## config.mk

```make
export PLATFORM = sky130hd
export DESIGN_NAME = jogo_memoria_parametrizado_flat
export DESIGN_NICKNAME = d
export VERILOG_FILES = /design/src/rtl/jogo_memoria_parametrizado_if.sv /design/src/rtl/jogo_memoria_parametrizado.sv /design/src/flat_wrapper.sv
export SDC_FILE = /design/constraint.sdc
export NUM_CORES = 1
export LEC_CHECK = 0
export ABC_CLOCK_PERIOD_IN_PS = 3250
export CAP_MARGIN = 0
export CORE_MARGIN = 5
export CORE_UTILIZATION = 60
export CTS_BUF_LIST = sky130_fd_sc_hd__clkbuf_8 sky130_fd_sc_hd__clkbuf_16
export DETAILED_ROUTE_END_ITERATION = 16
export GPL_TIMING_DRIVEN = 0
export PLACE_DENSITY = 0.83
export SETUP_SLACK_MARGIN = 0.4
export SLEW_MARGIN = 20
export SYNTH_ARGS = -nofsm -noshare
export SYNTH_HDL_FRONTEND = slang
export SYNTH_SLANG_ARGS = --single-unit
```

## constraint.sdc

```tcl
create_clock -name clock -period 3.25 [get_ports clock]
set_input_delay 0.8125 -clock clock [delete_from_list [all_inputs] [get_ports clock]]
set_output_delay 0.8125 -clock clock [all_outputs]
set_load 0.01 [all_outputs]
```

## src/rtl/jogo_memoria_parametrizado_if.sv

```systemverilog
// rtl/jogo_memoria_parametrizado_if.sv - player, display and debug signal bundle of the memory game core
interface jogo_memoria_parametrizado_if #(
    parameter int NUM_BOTOES = 4,
    parameter int AW         = 4
);
    logic                  jogar;
    logic [1:0]            configuracao;
    logic [NUM_BOTOES-1:0] botoes;
    logic [NUM_BOTOES-1:0] leds;
    logic                  ganhou;
    logic                  perdeu;
    logic                  pronto;
    logic                  timeout;
    logic [3:0]            db_estado;
    logic [AW-1:0]         db_limite;
    logic [AW-1:0]         db_endereco;

    modport master (
        output jogar, configuracao, botoes,
        input  leds, ganhou, perdeu, pronto, timeout, db_estado, db_limite, db_endereco
    );

    modport slave (
        input  jogar, configuracao, botoes,
        output leds, ganhou, perdeu, pronto, timeout, db_estado, db_limite, db_endereco
    );
endinterface

```

## src/rtl/jogo_memoria_parametrizado.sv

```systemverilog
// rtl/jogo_memoria_parametrizado.sv - memory game engine; GERADOR_ALEATORIO_EN selects LFSR-generated entries
module jogo_memoria_parametrizado #(
    parameter int  NUM_BOTOES   = 4,
    parameter int  PROFUNDIDADE = 16,
    parameter int  RODADAS_DEMO = 4,
    parameter int  T_LED        = 1000,
    parameter int  T_APAGADO    = 500,
    parameter int  T_TIMEOUT    = 5000,
    localparam int AW           = $clog2(PROFUNDIDADE)
) (
    input logic                         clock,
    input logic                         reset,
    jogo_memoria_parametrizado_if.slave s
);

    typedef enum logic [3:0] {
        INICIAL         = 4'h0,
        PREPARACAO      = 4'h1,
        INICIA_RODADA   = 4'h2,
        MOSTRA_LED      = 4'h3,
        PROXIMO_LED     = 4'h4,
        MOSTRA_APAGADO  = 4'h5,
        ESPERA_JOGADA   = 4'h7,
        REGISTRA        = 4'h8,
        COMPARA         = 4'h9,
        PROXIMA_JOGADA  = 4'hA,
        FINAL_ACERTO    = 4'hB,
        FINAL_ERRO      = 4'hC,
        ADICIONA_JOGADA = 4'hD,
        GRAVA           = 4'hE,
        FINAL_TIMEOUT   = 4'hF
    } estado_t;

    estado_t               estado;
    logic [31:0]           contador;
    logic [AW-1:0]         limite;
    logic [AW-1:0]         endereco;
    logic [NUM_BOTOES-1:0] jogada;
    logic [NUM_BOTOES-1:0] botoes_ant;
    logic                  modo_demo;
    logic                  timeout_en;
    logic                  ganhou_r;
    logic                  perdeu_r;
    logic                  pronto_r;
    logic                  timeout_r;
    logic [NUM_BOTOES-1:0] mem [PROFUNDIDADE];
    logic                  mem_we;
    logic [AW-1:0]         mem_addr;
    logic [NUM_BOTOES-1:0] mem_dado;
    logic [NUM_BOTOES-1:0] primeira_entrada;
    logic [AW-1:0]         ultima_rodada;
    logic                  jogada_feita;

    // A press is the first cycle with any button down after a cycle with none
    assign jogada_feita  = (s.botoes != '0) && (botoes_ant == '0);
    assign ultima_rodada = modo_demo ? AW'(RODADAS_DEMO - 1) : AW'(PROFUNDIDADE - 1);

`ifdef GERADOR_ALEATORIO_EN
    logic [15:0]           lfsr;
    logic [NUM_BOTOES-1:0] sorteio;

    // Free-running Fibonacci LFSR, taps 16,14,13,11
    always_ff @(posedge clock or posedge reset) begin
        if (reset) lfsr <= 16'hACE1;
        else       lfsr <= {lfsr[14:0], lfsr[15] ^ lfsr[13] ^ lfsr[12] ^ lfsr[10]};
    end

    assign sorteio          = NUM_BOTOES'(1) << (32'(lfsr) % 32'(NUM_BOTOES));
    assign primeira_entrada = sorteio;
`else
    assign primeira_entrada = NUM_BOTOES'(1);
`endif

    // Previous-cycle button image for edge detection
    always_ff @(posedge clock or posedge reset) begin
        if (reset) botoes_ant <= '0;
        else       botoes_ant <= s.botoes;
    end

    // Sequence memory write port: first entry in preparacao, new entry in grava
    always_comb begin
        mem_we   = 1'b0;
        mem_addr = '0;
        mem_dado = '0;
        if (estado == PREPARACAO) begin
            mem_we   = 1'b1;
            mem_dado = primeira_entrada;
        end else if (estado == GRAVA) begin
            mem_we   = 1'b1;
            mem_addr = limite + AW'(1);
            mem_dado = jogada;
        end
    end

    // Sequence storage; contents survive reset since every game rewrites entry 0 first
    always_ff @(posedge clock) begin
        if (mem_we) mem[mem_addr] <= mem_dado;
    end

    // Game sequencer: replay, compare, extend, and result flags
    always_ff @(posedge clock or posedge reset) begin
        if (reset) begin
            estado     <= INICIAL;
            contador   <= '0;
            limite     <= '0;
            endereco   <= '0;
            jogada     <= '0;
            modo_demo  <= 1'b0;
            timeout_en <= 1'b0;
            ganhou_r   <= 1'b0;
            perdeu_r   <= 1'b0;
            pronto_r   <= 1'b0;
            timeout_r  <= 1'b0;
        end else begin
            case (estado)
                INICIAL: if (s.jogar) estado <= PREPARACAO;
                PREPARACAO: begin
                    modo_demo  <= s.configuracao[0];
                    timeout_en <= s.configuracao[1];
                    limite     <= '0;
                    ganhou_r   <= 1'b0;
                    perdeu_r   <= 1'b0;
                    pronto_r   <= 1'b0;
                    timeout_r  <= 1'b0;
                    estado     <= INICIA_RODADA;
                end
                INICIA_RODADA: begin
                    endereco <= '0;
                    contador <= '0;
                    estado   <= MOSTRA_LED;
                end
                MOSTRA_LED: begin
                    if (contador == 32'(T_LED - 1)) begin
                        contador <= '0;
                        estado   <= MOSTRA_APAGADO;
                    end else begin
                        contador <= contador + 32'd1;
                    end
                end
                MOSTRA_APAGADO: begin
                    if (contador == 32'(T_APAGADO - 1)) begin
                        contador <= '0;
                        if (endereco == limite) begin
                            endereco <= '0;
                            estado   <= ESPERA_JOGADA;
                        end else begin
                            estado <= PROXIMO_LED;
                        end
                    end else begin
                        contador <= contador + 32'd1;
                    end
                end
                PROXIMO_LED: begin
                    endereco <= endereco + AW'(1);
                    estado   <= MOSTRA_LED;
                end
                ESPERA_JOGADA: begin
                    if (jogada_feita) begin
                        estado <= REGISTRA;
                    end else if (timeout_en && contador == 32'(T_TIMEOUT - 1)) begin
                        perdeu_r  <= 1'b1;
                        timeout_r <= 1'b1;
                        pronto_r  <= 1'b1;
                        estado    <= FINAL_TIMEOUT;
                    end else if (timeout_en) begin
                        contador <= contador + 32'd1;
                    end
                end
                REGISTRA: begin
                    jogada <= s.botoes;
                    estado <= COMPARA;
                end
                COMPARA: begin
                    if (jogada != mem[endereco]) begin
                        perdeu_r <= 1'b1;
                        pronto_r <= 1'b1;
                        estado   <= FINAL_ERRO;
                    end else if (endereco != limite) begin
                        estado <= PROXIMA_JOGADA;
                    end else if (limite == ultima_rodada) begin
                        ganhou_r <= 1'b1;
                        pronto_r <= 1'b1;
                        estado   <= FINAL_ACERTO;
                    end else begin
                        estado <= ADICIONA_JOGADA;
                    end
                end
                PROXIMA_JOGADA: begin
                    endereco <= endereco + AW'(1);
                    contador <= '0;
                    estado   <= ESPERA_JOGADA;
                end
                ADICIONA_JOGADA: begin
`ifdef GERADOR_ALEATORIO_EN
                    jogada <= sorteio;
                    estado <= GRAVA;
`else
                    if (jogada_feita && $onehot(s.botoes)) begin
                        jogada <= s.botoes;
                        estado <= GRAVA;
                    end
`endif
                end
                GRAVA: begin
                    limite <= limite + AW'(1);
                    estado <= INICIA_RODADA;
                end
                FINAL_ACERTO, FINAL_ERRO, FINAL_TIMEOUT: if (s.jogar) estado <= PREPARACAO;
                default: estado <= INICIAL;
            endcase
        end
    end

    // LED drive: stored entry while lit, live buttons while waiting for the player
    always_comb begin
        s.leds = '0;
        case (estado)
            MOSTRA_LED:                     s.leds = mem[endereco];
            ESPERA_JOGADA, ADICIONA_JOGADA: s.leds = s.botoes;
            default:                        s.leds = '0;
        endcase
    end

    assign s.ganhou      = ganhou_r;
    assign s.perdeu      = perdeu_r;
    assign s.pronto      = pronto_r;
    assign s.timeout     = timeout_r;
    assign s.db_estado   = estado;
    assign s.db_limite   = limite;
    assign s.db_endereco = endereco;

endmodule

```

## src/flat_wrapper.sv

```systemverilog
// flat-port wrapper written by rule: the top's interface ports become plain ports
module jogo_memoria_parametrizado_flat 
#(
    parameter int  NUM_BOTOES   = 4,
    parameter int  PROFUNDIDADE = 16,
    parameter int  RODADAS_DEMO = 4,
    parameter int  T_LED        = 1000,
    parameter int  T_APAGADO    = 500,
    parameter int  T_TIMEOUT    = 5000,
    localparam int AW           = $clog2(PROFUNDIDADE)
)
  (clock, reset, s_jogar, s_configuracao, s_botoes, s_leds, s_ganhou, s_perdeu, s_pronto, s_timeout, s_db_estado, s_db_limite, s_db_endereco);
  jogo_memoria_parametrizado_if #(.NUM_BOTOES(NUM_BOTOES), .AW(4)) s_i ();
  input logic clock;
  input logic reset;
  input wire logic [$bits(s_i.jogar)-1:0] s_jogar;
  input wire logic [$bits(s_i.configuracao)-1:0] s_configuracao;
  input wire logic [$bits(s_i.botoes)-1:0] s_botoes;
  output wire logic [$bits(s_i.leds)-1:0] s_leds;
  output wire logic [$bits(s_i.ganhou)-1:0] s_ganhou;
  output wire logic [$bits(s_i.perdeu)-1:0] s_perdeu;
  output wire logic [$bits(s_i.pronto)-1:0] s_pronto;
  output wire logic [$bits(s_i.timeout)-1:0] s_timeout;
  output wire logic [$bits(s_i.db_estado)-1:0] s_db_estado;
  output wire logic [$bits(s_i.db_limite)-1:0] s_db_limite;
  output wire logic [$bits(s_i.db_endereco)-1:0] s_db_endereco;
  assign s_i.jogar = s_jogar;
  assign s_i.configuracao = s_configuracao;
  assign s_i.botoes = s_botoes;
  assign s_leds = s_i.leds;
  assign s_ganhou = s_i.ganhou;
  assign s_perdeu = s_i.perdeu;
  assign s_pronto = s_i.pronto;
  assign s_timeout = s_i.timeout;
  assign s_db_estado = s_i.db_estado;
  assign s_db_limite = s_i.db_limite;
  assign s_db_endereco = s_i.db_endereco;
  jogo_memoria_parametrizado #(.NUM_BOTOES(NUM_BOTOES), .PROFUNDIDADE(PROFUNDIDADE), .RODADAS_DEMO(RODADAS_DEMO), .T_LED(T_LED), .T_APAGADO(T_APAGADO), .T_TIMEOUT(T_TIMEOUT)) u_core (.clock(clock), .reset(reset), .s(s_i));
endmodule
```

==> results_tabular.tex, run 1 <==
\begin{tabular}{lr}
\hline
Metric & Value \\
\hline
\multicolumn{2}{l}{\textbf{Routing}} \\
\quad Vias per cell & 6.47 \\
\quad Number of violations reported at the end of detailed-routing iteration 0 & 555 \\
\quad Detailed-route wire length per cell & 20.9 um \\
\quad Detailed-route wire length & 16400 um \\
\quad Final antenna-violating net count & 0 \\
\quad Number of iterations in the first detailed-routing pass & 5 \\
\quad DR DRC count & 0 \\
\quad DR vias & 5064 \\
\multicolumn{2}{l}{\textbf{Setup path}} \\
\quad Maximum fanout along the worst path & 4 \\
\quad Category of the critical setup timing path & reg2out \\
\quad Delay of the slowest cell on the worst path & 0.55 ns \\
\quad Signal arrival time at the worst endpoint & 2.71 ns \\
\quad Category of the worst setup path capture point & output pin \\
\quad Slowest cell on crit path & sky130\_fd\_sc\_hd\_\_mux4\_2 \\
\quad Nature of the critical path startpoint & flop \\
\quad Cell-by-cell listing of the critical path & buf\_6, mux4\_2, a211oi\_2, nor3\_2, buf\_4, mux2\_4, a22oi\_2, nor2\_1, buf\_2 \\
\quad Worst Path Required & 2.44 ns \\
\multicolumn{2}{l}{\textbf{Yosys}} \\
\quad Number of flops mapped to enable cells by yosys & 64 \\
\quad Post-Synthesis Mean Instance Area & 11.1 sq um \\
\quad Fraction of post-synthesis cell area in the top cell type by area & 0.305 \\
\quad Top cells by count, synth & 74 x sky130\_fd\_sc\_hd\_\_nor2\_1, 64 x sky130\_fd\_sc\_hd\_\_edfxtp\_1, 58 x sky130\_fd\_sc\_hd\_\_dfrtp\_1 \\
\quad Most area-consuming cells after synthesis & sky130\_fd\_sc\_hd\_\_edfxtp\_1 31\%, sky130\_fd\_sc\_hd\_\_dfrtp\_1 23\%, sky130\_fd\_sc\_hd\_\_nor2\_1 4.4\%, sky130\_fd\_sc\_hd\_\_mux4\_2 3.9\%, sky130\_fd\_sc\_hd\_\_xnor2\_1 3.2\% \\
\quad Warnings from Yosys & 0 \\
\quad Dominant register cell in the synthesized netlist & sky130\_fd\_sc\_hd\_\_edfxtp\_1 \\
\quad Combined area of all synthesized cells & 0.00630 sq mm \\
\quad Syn\_nets & 587 \\
\quad Cell with the most instances after synthesis & sky130\_fd\_sc\_hd\_\_nor2\_1 \\
\quad Number of distinct standard cells referenced by the synthesized netlist & 62 \\
\quad Number of storage elements in the synthesis netlist & 122 \\
\quad Share of synthesized flip-flops with an asynchronous set or reset & 0.475 \\
\quad Number of standard cells after synthesis & 569 \\
\quad Sequential cell area fraction in the yosys report & 0.535 \\
\quad Area leader, netlist & sky130\_fd\_sc\_hd\_\_edfxtp\_1 \\
\multicolumn{2}{l}{\textbf{Pwr}} \\
\quad Power density normalized to cell area & 456 mW/mm\^{}2 \\
\quad Internal portion of total power & 2.70 mW \\
\quad Net switching power of the design & 0.831 mW \\
\quad Worst VDD drop & 361 uV \\
\quad Switching share of total power & 0.235 \\
\quad Portion of total power attributed to combinational logic & 0.019 \\
\quad Seq pwr share & 0.461 \\
\quad Power share of the clock group & 0.520 \\
\quad Overall power consumption & 3.53 mW \\
\quad Static Leak & 2.80 nW \\
\multicolumn{2}{l}{\textbf{Global route}} \\
\quad Initial antenna violation count & 0 \\
\quad Via count of the first global-routing pass & 4872 \\
\quad Largest net degree at the start of global routing & 59 \\
\quad First-pass GRT wire length & 25000 um \\
\quad Remaining global-route overflow & 0 \\
\quad GRT Resource Usage Total & 0.254 \\
\multicolumn{2}{l}{\textbf{STA}} \\
\quad Number of hold violations in the final report & 0 \\
\quad Final Max Tran Viols & 0 \\
\quad Worst hold slack & 0.415 ns \\
\quad Largest clock skew in the final design & 0.0102 ns \\
\quad Tmin final & 3.53 ns \\
\quad Relative slew slack & 0.412 \\
\quad Max Fclk & 0.284 GHz \\
\quad Worst-Margin Slew & 0.874 ns \\
\quad Final critical-path setup slack & -0.276 ns \\
\quad Unrepaired setup endpoints after global routing & true \\
\quad Final setup fails & 4 \\
\quad Share of the cycle needed by the critical path after routing & 1.08 \\
\multicolumn{2}{l}{\textbf{Clock network}} \\
\quad Maximum level of the CTS H-tree & 4 \\
\quad Clock slew at the register clock pins of the worst setup and hold paths & 0.06 ns \\
\quad Number of CTS-inserted buffers & 17 \\
\quad Sink count of the clock tree & 122 \\
\quad Maximum clock path buffer count & 2 \\
\quad CTS tree & done \\
\quad CTS root buffer & sky130\_fd\_sc\_hd\_\_clkbuf\_8 \\
\quad Latest clock arrival within the worst-skew pair & 0.54 ns \\
\multicolumn{2}{l}{\textbf{Status}} \\
\quad Outcome & finished with violations \\
\quad Violations in the final reports & setup timing \\
\multicolumn{2}{l}{\textbf{Finish}} \\
\quad Fraction of final layout cells sized beyond drive strength 1 & 0.229 \\
\quad Signed area change from the synthesized netlist to the final layout & 22.9\% \\
\quad Count of nets after finishing & 652 \\
\quad ANT cells & 0 \\
\multicolumn{2}{l}{\textbf{Die}} \\
\quad Die X & 112 um \\
\quad Number of placement rows & 37 \\
\quad Height of the die & 112 um \\
\quad Effective utilization at floorplan & 0.613 \\
\quad \# IOs & 29 \\
\quad Die outline area & 0.0126 sq mm \\
\quad Core ar. & 0.0103 sq mm \\
\multicolumn{2}{l}{\textbf{Placement}} \\
\quad Detail Placement HPWL & 10400 um \\
\quad Port bufs & 28 \\
\quad Worst Setup Slack post-DPL & -0.617 ns \\
\quad Gp weighted congestion & 0.936 \\
\multicolumn{2}{l}{\textbf{Run}} \\
\quad Number of maximum-capacitance violations & 0 \\
\multicolumn{2}{l}{\textbf{Worst hold path}} \\
\quad Type of the most critical hold path & in2reg \\
\hline
\end{tabular}
[kinds of logic (layout without fill, tap and decap cells)]
logic type | after synthesis | in the layout | synth area share
and+or+nand+nor | 237 | 237 | 0.194
DFF | 122 | 122 | 0.535
AOI/OAI and AO/OA | 86 | 86 | 0.0898
buffers and inverters | 45 | 123 | 0.0340
xor gates and xnor gates | 36 | 36 | 0.0500
muxes | 34 | 34 | 0.0781
adders and majority gates | 9 | 9 | 0.0191
[registers in the layout, indices dropped and copies added, names as in the netlist]
register,count
u_core.jogada,4
u_core.modo_demo,1
u_core.timeout_en,1
u_core.s.db_endereco,4
u_core.botoes_ant,4
u_core.s.db_limite,4
u_core.s.perdeu,1
u_core.contador,32
u_core.s.pronto,1
u_core.s.ganhou,1
u_core.s.timeout,1
u_core.mem,64
u_core.s.db_estado,4
[power by group through the flow]
stage | Sequential (mW) | Clock [mW] | Combinational [mW]
6_report | 1.63 | 1.84 | 0.0686
4_1_cts | 1.62 | 1.82 | 0.0582
2_1_floorplan | 1.65 | 0 | 0.0345
3_3_place_gp | 1.65 | 0 | 0.0553
3_5_place_dp | 1.66 | 0 | 0.0588
5_1_grt | 1.63 | 1.93 | 0.0772
[critical path: cells and delay by family, from the launching register on]
| kind | cells | cell delay (ns) |
|---|---|---|
| AO/OA/AOI/OAI | 2 | 0.39 |
| flip-flops | 1 | 0.39 |
| multiplexers | 2 | 0.83 |
| buffers and inverters | 3 | 0.48 |
| AND/OR/NAND/NOR | 2 | 0.11 |
[final cells by class]
cell class	count	area, sq um
fillers	677	2540
repair buffers	46	419
flip-flops and latches	122	3370
plain buffers	31	221
clock buffers	17	414
clock inverters	15	156
inverters	14	68.8
well taps	136	170
multi-input cells	402	2920
[stage by stage]
stage                util  instance area (sq um)  instances  TNS [ns]
floorplan               -                   6350        569         0
global placement    0.662                   6800        733     -7.53
detailed placement  0.662                   6800        733    -11.17
CTS                 0.737                   7570        773    -0.723
global route        0.753                   7740        783     -1.21
finish              0.753                   7740        783    -0.880
[routing by layer]
| metal | up-vias | share of wire | track usage |
|---|---|---|---|
| li1 | 2231 | - | - |
| met1 | 2470 | 0.39 | 0.333 |
| met2 | 308 | 0.50 | 0.422 |
| met3 | 55 | 0.080 | 0.0577 |
| met4 | 0 | 0.028 | 0.0809 |
| met5 | - | 0 | 0 |
[final timing paths]
kind	start	end	slack, ns	depth (start not counted)
max	u_core.s.db_endereco[1]	s_leds[2]	-0.28	9
min	s_botoes[0]	u_core.botoes_ant[0]	0.41	1
max reg2reg	u_core.s.db_endereco[1]	u_core.s.db_estado[2]	0.38	12
min reg2reg	u_core.s.pronto	u_core.s.pronto	0.52	2
max in group asynchronous	reset	u_core.contador[8]	2.02	2
min in group asynchronous	reset	u_core.timeout_en	0.76	2
[timing repair]
item                                    CTS  global route
hold buffers                              0             0
endpoints found under the setup margin   51           166
pin swaps                                 8            19
buffers inserted                          8            10
gates resized for setup                  65            49
[placed cells by master, fill, tap and decap left out, types with 7 or more instances in the layout]
master                            count
sky130_fd_sc_hd__nor2_1              65
sky130_fd_sc_hd__edfxtp_1            64
sky130_fd_sc_hd__dfrtp_1             58
sky130_fd_sc_hd__nand2_1             44
sky130_fd_sc_hd__xnor2_1             22
sky130_fd_sc_hd__o21ai_0             22
sky130_fd_sc_hd__nand3_1             20
sky130_fd_sc_hd__clkdlybuf4s50_1     20
sky130_fd_sc_hd__buf_4               18
sky130_fd_sc_hd__clkbuf_16           16
sky130_fd_sc_hd__a21oi_1             15
sky130_fd_sc_hd__nor3_1              13
sky130_fd_sc_hd__xor2_1              13
sky130_fd_sc_hd__nor4_1              12
sky130_fd_sc_hd__nand4_1             12
sky130_fd_sc_hd__nand2b_1            12
sky130_fd_sc_hd__mux4_2              11
sky130_fd_sc_hd__and3_1              10
sky130_fd_sc_hd__clkbuf_1            10
sky130_fd_sc_hd__mux2_2              10
sky130_fd_sc_hd__buf_6                9
sky130_fd_sc_hd__nor2_2               9
sky130_fd_sc_hd__mux2i_1              9
sky130_fd_sc_hd__inv_1                8
sky130_fd_sc_hd__buf_2                7
sky130_fd_sc_hd__and2_1               7
Power figures use the tool's default switching activity.
==> run 2: changes to the inputs <==
CAP_MARGIN = 20   (was 0)
==> results of run 2 <==
No change in the layout: final DEF, timing and power equal those of run 1.
==> run 3: changes to the inputs <==
CTS_CLUSTER_DIAMETER = 120   (was default)
==> results of run 3 <==
No change in the layout: final DEF, timing and power equal those of run 1.
